### src/rtl/tia_hsync_sequencer.sv
// TIA horizontal timing: /4 colour-clock divider, s1/s2 step strobes, 6-bit LFSR
// line counter with RSYNC/WSYNC handling and registered HSYNC/HBLANK decode.
module tia_hsync_sequencer #(
  parameter int unsigned LINE_STEPS = 57,
  parameter int unsigned HSYNC_ON   = 4,
  parameter int unsigned HSYNC_OFF  = 8,
  parameter int unsigned HBLANK_OFF = 17
) (
  input  logic       clk,
  input  logic       reset_n,
  input  logic       rsync,
  input  logic       wsync,
  output logic [5:0] hcount,
  output logic [1:0] phase,
  output logic       s1,
  output logic       s2,
  output logic       hsync,
  output logic       hblank,
  output logic       line_start,
  output logic       rdy
);

  function automatic logic [5:0] lfsr_step(input logic [5:0] cur);
    return {cur[1] ^ ~cur[0], cur[5:1]};
  endfunction

  function automatic logic [5:0] lfsr_at(input int unsigned n);
    logic [5:0] s;
    s = '0;
    for (int unsigned i = 0; i < n; i++) s = lfsr_step(s);
    return s;
  endfunction

  localparam logic [5:0] WRAP_STATE       = lfsr_at(LINE_STEPS - 1);
  localparam logic [5:0] HSYNC_ON_STATE   = lfsr_at(HSYNC_ON);
  localparam logic [5:0] HSYNC_OFF_STATE  = lfsr_at(HSYNC_OFF);
  localparam logic [5:0] HBLANK_OFF_STATE = lfsr_at(HBLANK_OFF);
  localparam logic [5:0] LOCKUP_STATE     = '1;

  typedef enum logic {RUN, WAIT_LINE} wsync_state_t;

  logic [1:0]   phase_r, phase_nx;
  logic [5:0]   hcount_r, hcount_nx;
  logic         hsync_r, hsync_nx;
  logic         hblank_r, hblank_nx;
  logic         line_start_r, line_start_nx;
  logic         s1_r, s2_r;
  logic         pend_r, pend_nx;
  logic         commit;
  wsync_state_t wstate, wstate_nx;

  always_ff @(posedge clk or negedge reset_n) begin
    if (!reset_n) begin
      phase_r      <= '0;
      hcount_r     <= '0;
      hsync_r      <= 1'b0;
      hblank_r     <= 1'b1;
      line_start_r <= 1'b0;
      s1_r         <= 1'b0;
      s2_r         <= 1'b0;
      pend_r       <= 1'b0;
      wstate       <= RUN;
    end else begin
      phase_r      <= phase_nx;
      hcount_r     <= hcount_nx;
      hsync_r      <= hsync_nx;
      hblank_r     <= hblank_nx;
      line_start_r <= line_start_nx;
      s1_r         <= (phase_nx == 2'd1);
      s2_r         <= (phase_nx == 2'd3);
      pend_r       <= pend_nx;
      wstate       <= wstate_nx;
    end
  end

  always_comb begin
    commit        = (phase_r == 2'd3);
    phase_nx      = phase_r + 2'd1;
    hcount_nx     = hcount_r;
    hsync_nx      = hsync_r;
    hblank_nx     = hblank_r;
    line_start_nx = 1'b0;
    pend_nx       = pend_r | rsync;
    if (commit) begin
      pend_nx = 1'b0;
      if (pend_r || rsync || hcount_r == WRAP_STATE || hcount_r == LOCKUP_STATE)
        hcount_nx = '0;
      else
        hcount_nx = lfsr_step(hcount_r);
      // Decode tracks the state being loaded so hsync/hblank stay aligned with hcount.
      if (hcount_nx == '0) begin
        line_start_nx = 1'b1;
        hsync_nx      = 1'b0;
        hblank_nx     = 1'b1;
      end else begin
        if (hcount_nx == HSYNC_ON_STATE)   hsync_nx  = 1'b1;
        if (hcount_nx == HSYNC_OFF_STATE)  hsync_nx  = 1'b0;
        if (hcount_nx == HBLANK_OFF_STATE) hblank_nx = 1'b0;
      end
    end
  end

  always_comb begin
    wstate_nx = wstate;
    case (wstate)
      RUN:       if (wsync) wstate_nx = WAIT_LINE;
      WAIT_LINE: if (line_start_nx) wstate_nx = RUN;
      default:   wstate_nx = RUN;
    endcase
  end

  assign hcount     = hcount_r;
  assign phase      = phase_r;
  assign s1         = s1_r;
  assign s2         = s2_r;
  assign hsync      = hsync_r;
  assign hblank     = hblank_r;
  assign line_start = line_start_r;
  assign rdy        = (wstate == RUN);

endmodule

### config.mk
export PLATFORM = sky130hd
export DESIGN_NAME = tia_hsync_sequencer
export DESIGN_NICKNAME = d
export VERILOG_FILES = /design/src/rtl/tia_hsync_sequencer.sv
export SDC_FILE = /design/constraint.sdc
export NUM_CORES = 1
export LEC_CHECK = 0
export ABC_AREA = 1
export CELL_PAD_IN_SITES_DETAIL_PLACEMENT = 0
export CELL_PAD_IN_SITES_GLOBAL_PLACEMENT = 1
export CORE_MARGIN = 2
export CORE_UTILIZATION = 40
export CTS_BUF_LIST = sky130_fd_sc_hd__clkbuf_4 sky130_fd_sc_hd__clkbuf_8
export DETAILED_ROUTE_END_ITERATION = 6
export HOLD_SLACK_MARGIN = 0.03
export PLACE_DENSITY = 0.85
export SYNTH_ARGS = -nofsm -noshare
export SYNTH_HDL_FRONTEND = slang
export SYNTH_SLANG_ARGS = --single-unit
### constraint.sdc
create_clock -name clk -period 2.6 [get_ports clk]
set_input_delay 0.39 -clock clk [delete_from_list [all_inputs] [get_ports clk]]
set_output_delay 0.39 -clock clk [all_outputs]
set_load 0.05 [all_outputs]
Word level (Yosys, flattened, before mapping). Index checks and enable logic that the tools add are counted.

Flip-flop bits (word level): 15. Latch bits: 0. Memory bits (writable): 0. Memory bits (read-only): 0. Bits of input ports: 4. Word-level logic and storage cells: 43. Memories: 0.

Add/sub/neg operators: 1. Multiply operators: 0. Divide/modulo/power cells: 0. $lt $le $gt $ge: 0. Equal/unequal tests: 8. Shift operators: 0. Muxes and demuxes: 13. Bitwise gates (word level): 4. Reductions and logical operators: 8.

Operators by type and width (number): $eq A6 B6 Y1 const B (4); $mux W6 (2); $mux W1 (10); $eq A6 B5 Y1 const B (1); $logic_not A6 Y1 (1); $eq A2 B2 Y1 const B (2); $reduce_and A2 Y1 (2); $logic_or A1 B1 Y1 (3); $reduce_bool A3 Y1 (1); $add A2 B1 Y2 const B (1); $eq A2 B1 Y1 const B (1); $not A1 Y1 (2); $pmux W1 S2 (1); $reduce_bool A2 Y1 (1); $or A1 B1 Y1 (1); $xor A1 B1 Y1 (1).

Longest topological paths before layout.
Depth after elaboration: 10. Gate-level depth with buffers: 11.

Worst setup path after synthesis. Ideal clock, no wire load.

Kind: reg2reg. Start: register hcount_r[1], in the netlist hcount[1]. End: register hsync_r, in the netlist hsync. Setup time: 120 ps. Arrival time: 1681 ps. Data required time: 2480 ps. Setup slack: 800 ps. Stages on the path, launching flop included: 8. Buffers on the path: 0. Clock period less this slack: 1800 ps. Cells stage by stage: dfrtp_1 > inv_1 > ha_1 > inv_1 > o311ai_1 > nand2_2 > nand2_1 > nor2_1.

Word-level cells in the longest chain between the ends: 8.

Ends and longest elaborated chain: start, declared (RTL line 43) `logic [5:0] hcount_r, hcount_nx;`; start signal, assigned (RTL line 65) `hcount_r <= hcount_nx;`; $eq A6 B5 Y1 (RTL line 86) `if (pend_r || rsync || hcount_r == WRAP_STATE || hcount_r == LOCKUP_STATE)`; $logic_or A1 B1 Y1 (2 in a row) (RTL line 86); $mux W6 (*) (RTL line 86); $mux W6 (*) (RTL line 84) `if (commit) begin`; $eq A6 B6 Y1 (tied with other cells) (RTL line 96) `if (hcount_nx == HSYNC_ON_STATE) hsync_nx = 1'b1;`; $reduce_bool A3 Y1 (no source line) / $mux W1 (equally long branches); $reduce_and A2 Y1 (no source line) / $mux W1 (equally long branches); end signal, assigned (RTL line 66) `hsync_r <= hsync_nx;`; end, declared (RTL line 44) `logic hsync_r, hsync_nx;`.

Every way passes the cells marked *; elsewhere a longest branch is shown, timed or not. The select of a mux whose other input is x is not followed. A chain may end at the register's enable or synchronous reset.

Worst setup path after layout.
Start: register hblank_r, in the netlist hblank. End: output hblank.

RTL lines: start, declared (RTL line 45) `logic hblank_r, hblank_nx;`; start signal, assigned (RTL line 67) `hblank_r <= hblank_nx;`; end, declared (RTL line 18) `output logic hblank,`.

No word-level cell between the ends.

==> summary.md <==
| Metric | Value |
|---|---|
| Status | completed |
| Setup-failing EPs final | 0 |
| Max Buffers Root-to-Sink | 2 |
| Final Hold Viols | 0 |
| Hold Crit Class | flop to flop |
| CP arrival | 1.60 ns |
| Chip height | approximately 47 µm |
| Ys Warns | 0 |
| Setup Fix Bufs, Post-CTS | 0 |
| Syn nets | 89 |
| Critical path, cell by cell | clkdlybuf4s50_1 |
| Slowest CP cell | clkdlybuf4s50_1 |
| Critical path class | flop to output port |
| Slew margin rel. | a little under three fifths |
| Largest net degree at the start of global routing | 16 |
| Antenna violations before repair | 0 |
| DR iter-0 viols | 7 |
| GRT overflow | 0 |
| DR WL/cell | about 11 µm |
| Maximum vdd drop | 0.419 mV |
| Total GRT Usage | 14.8% |
| Num CTS Buffers | 3 |
| Worst-path maximum fanout | 2 |
| Final Util | 56.0% |
| Drc violations | 0 |
| P_leak | 0.000451 µW |
| Shortest period the worst path allows | between 1.5 and 2 ns |
| CP required | around 2.2 ns |
| Share of the yosys chip area belonging to registers | about half |
| Crit path max-delay family | buffers and inverters |
| Nets | 110 |
| Clock tree root buffer cell | clkbuf_4 |
| Startpoint types | flop |
| Yosys cell types | 22 |
| Core area | 1750 µm² |
| H-Tree Depth | 1 |
| Endpoint type of the worst setup path | output port |
| Tcrit/Tclk final | 76.4% |
| Worst slew pin tran | 0.654 ns |
| Synthesized flop and latch total | 15 |
| Final non-filler cell total | between 100 and 150 |
| Worst path bufs/invs | 1 |
| Post-Syn Area per Cell | 9.42 µm² |
| Post-route cell area | 977 µm² |
| Max Cap Viol | 0 |
| Port-buffer cells | 17 |
| N_diodes | 0 |
| Clock sink count | 15 |
| Drt total wl | between 1000 and 1500 µm |
| First-pass GRT wire length | 2210 µm |
| Slowest stage delay, CP | 0.79 ns |
| Synth Cell Area | ~750 µm² |
| Clk Latency, worst-skew pair | 0.28 ns |
| Ports | 18 |
| Pre-CTS setup slack | 0.867 ns |
| Horiz. Die Dim | 47.4 µm |
| Pwr dens | 424 nW/µm² |
| Setup WS post-layout | 0.613 ns |
| Antenna Nets Post-Route | 0 |
| Final GP Congestion | 0.858 |
| Final setup skew | 0.00271 ns |
| Vias in the first global route | 507 |
| Vias | around 600 |
| CTS tree | done |
| Site row count | 15 |
| Unrepaired setup endpoints after global routing | false |
| Slew Limit Fails | 0 |
| Initial core utilization | between 40% and 50% |
| Synth Instances | 80 |
| Post-DP HPWL | 1070 µm |
| # hold bufs at CTS | 0 |
| Vias per inst | between 4 and 5 |
| Placed Area | 947 µm² |
| Clock-pin slew on the worst setup and hold paths | around 0.080 ns |
| Die Footprint | 2250 µm² |
| Setup_tns | 0 ns |
| PostCTS Resize Cnt | 0 |
| Share of cells above drive strength 1 | 17.0% |
| Cell Count Post-Placement | 121 |
| F_max | about 0.5 GHz |
| Area growth syn-to-layout | 29.7% |
| Pre-antenna DRT Iters | 5 |
==> registers in the layout (all words and copies together), names as in the netlist <==
signal and cells:
hblank 1, hcount 6, hsync 1, line_start 1, pend_r 1, phase 2
s1 1, s2 1, wstate 1
==> where the power goes <==
group	switching [µW]	internal (µW)	leakage, µW
clock network	69.5	69.9	0.0000184
logic	23.8	12.5	0.000240
registers	2.21	237	0.000192
==> cell usage in the layout, fill, tap and decap left out, types with 2 or more instances in the layout <==
master / count
o21a_1: 2
nand3_1: 2
clkdlybuf4s50_1: 17
dfrtp_1: 14
o21ai_0: 3
clkbuf_4: 4
nand3b_1: 2
nor2_1: 6
inv_1: 11
nand4_1: 2
nor2_2: 3
nand2_1: 15
ha_1: 5
nand2_2: 5
==> cell usage after synthesis, drive strengths merged <==
master	n	area [µm²]
dfstp	1	26.3
nor4	1	6.26
nor3	1	10.0
nand4	2	12.5
dfrtp	14	350
o311ai	1	8.76
inv	12	45.0
nand3b	2	15.0
nor2	9	41.3
ha	5	62.6
o21bai	1	7.51
buf	1	7.51
nand2	20	87.6
a21oi	1	5.00
o21ai	3	15.0
nand3	4	37.5
o21a	2	15.0
==> path summary, 6_finish.rpt <==
path | slack, ns | cells after the start | from | to
worst max-delay path | 0.61 | 1 | hblank | hblank
worst min-delay path | 0.47 | 2 | hblank | hblank
worst max register to register | 1.00 | 11 | hcount[1] | hsync
worst min register to register | 0.47 | 2 | hblank | hblank
max in group asynchronous | 1.67 | 1 | reset_n | hcount[4]
min in group asynchronous | 0.51 | 1 | reset_n | phase[0]
==> metal layers <==
metal  share of wire [%]  global-route usage (%)  wire [µm]
met1                  44                    19.6        601
met2                  48                    21.6        654
met3                 6.4                    3.08         88
met4                 2.1                    10.0         29
met5                   0                       0          0
==> metrics by stage <==
| step | total power, µW | hold WS, ns |
|---|---|---|
| after global routing | 436 | 0.496 |
| after CTS | 423 | 0.471 |
| after global placement | 280 | 0.455 |
| final | 415 | 0.467 |
| after floorplan | 264 | 0.0944 |
| after detailed placement | 281 | 0.458 |
==> area by class of cell <==
cell class / instances / area [µm²]
fillers: 171 / 768
flip-flops and latches: 15 / 377
multi-input cells: 52 / 324
repair buffers: 17 / 170
inverters: 12 / 45.0
well taps: 25 / 31.3
clock buffers: 4 / 30.0
==> kinds of logic (layout without fill, tap and decap cells) <==
group | Yosys count | after routing | synth area share [%]
AND/OR/NAND/NOR | 39 | 39 | 27.9
buffers and inverters | 13 | 33 | 6.98
AO/OA/AOI/OAI | 8 | 8 | 6.81
adder cells (fa/ha/maj) | 5 | 5 | 8.31
flip-flops | 15 | 15 | 50.0
No activity file was read; power rests on OpenSTA's default activity.
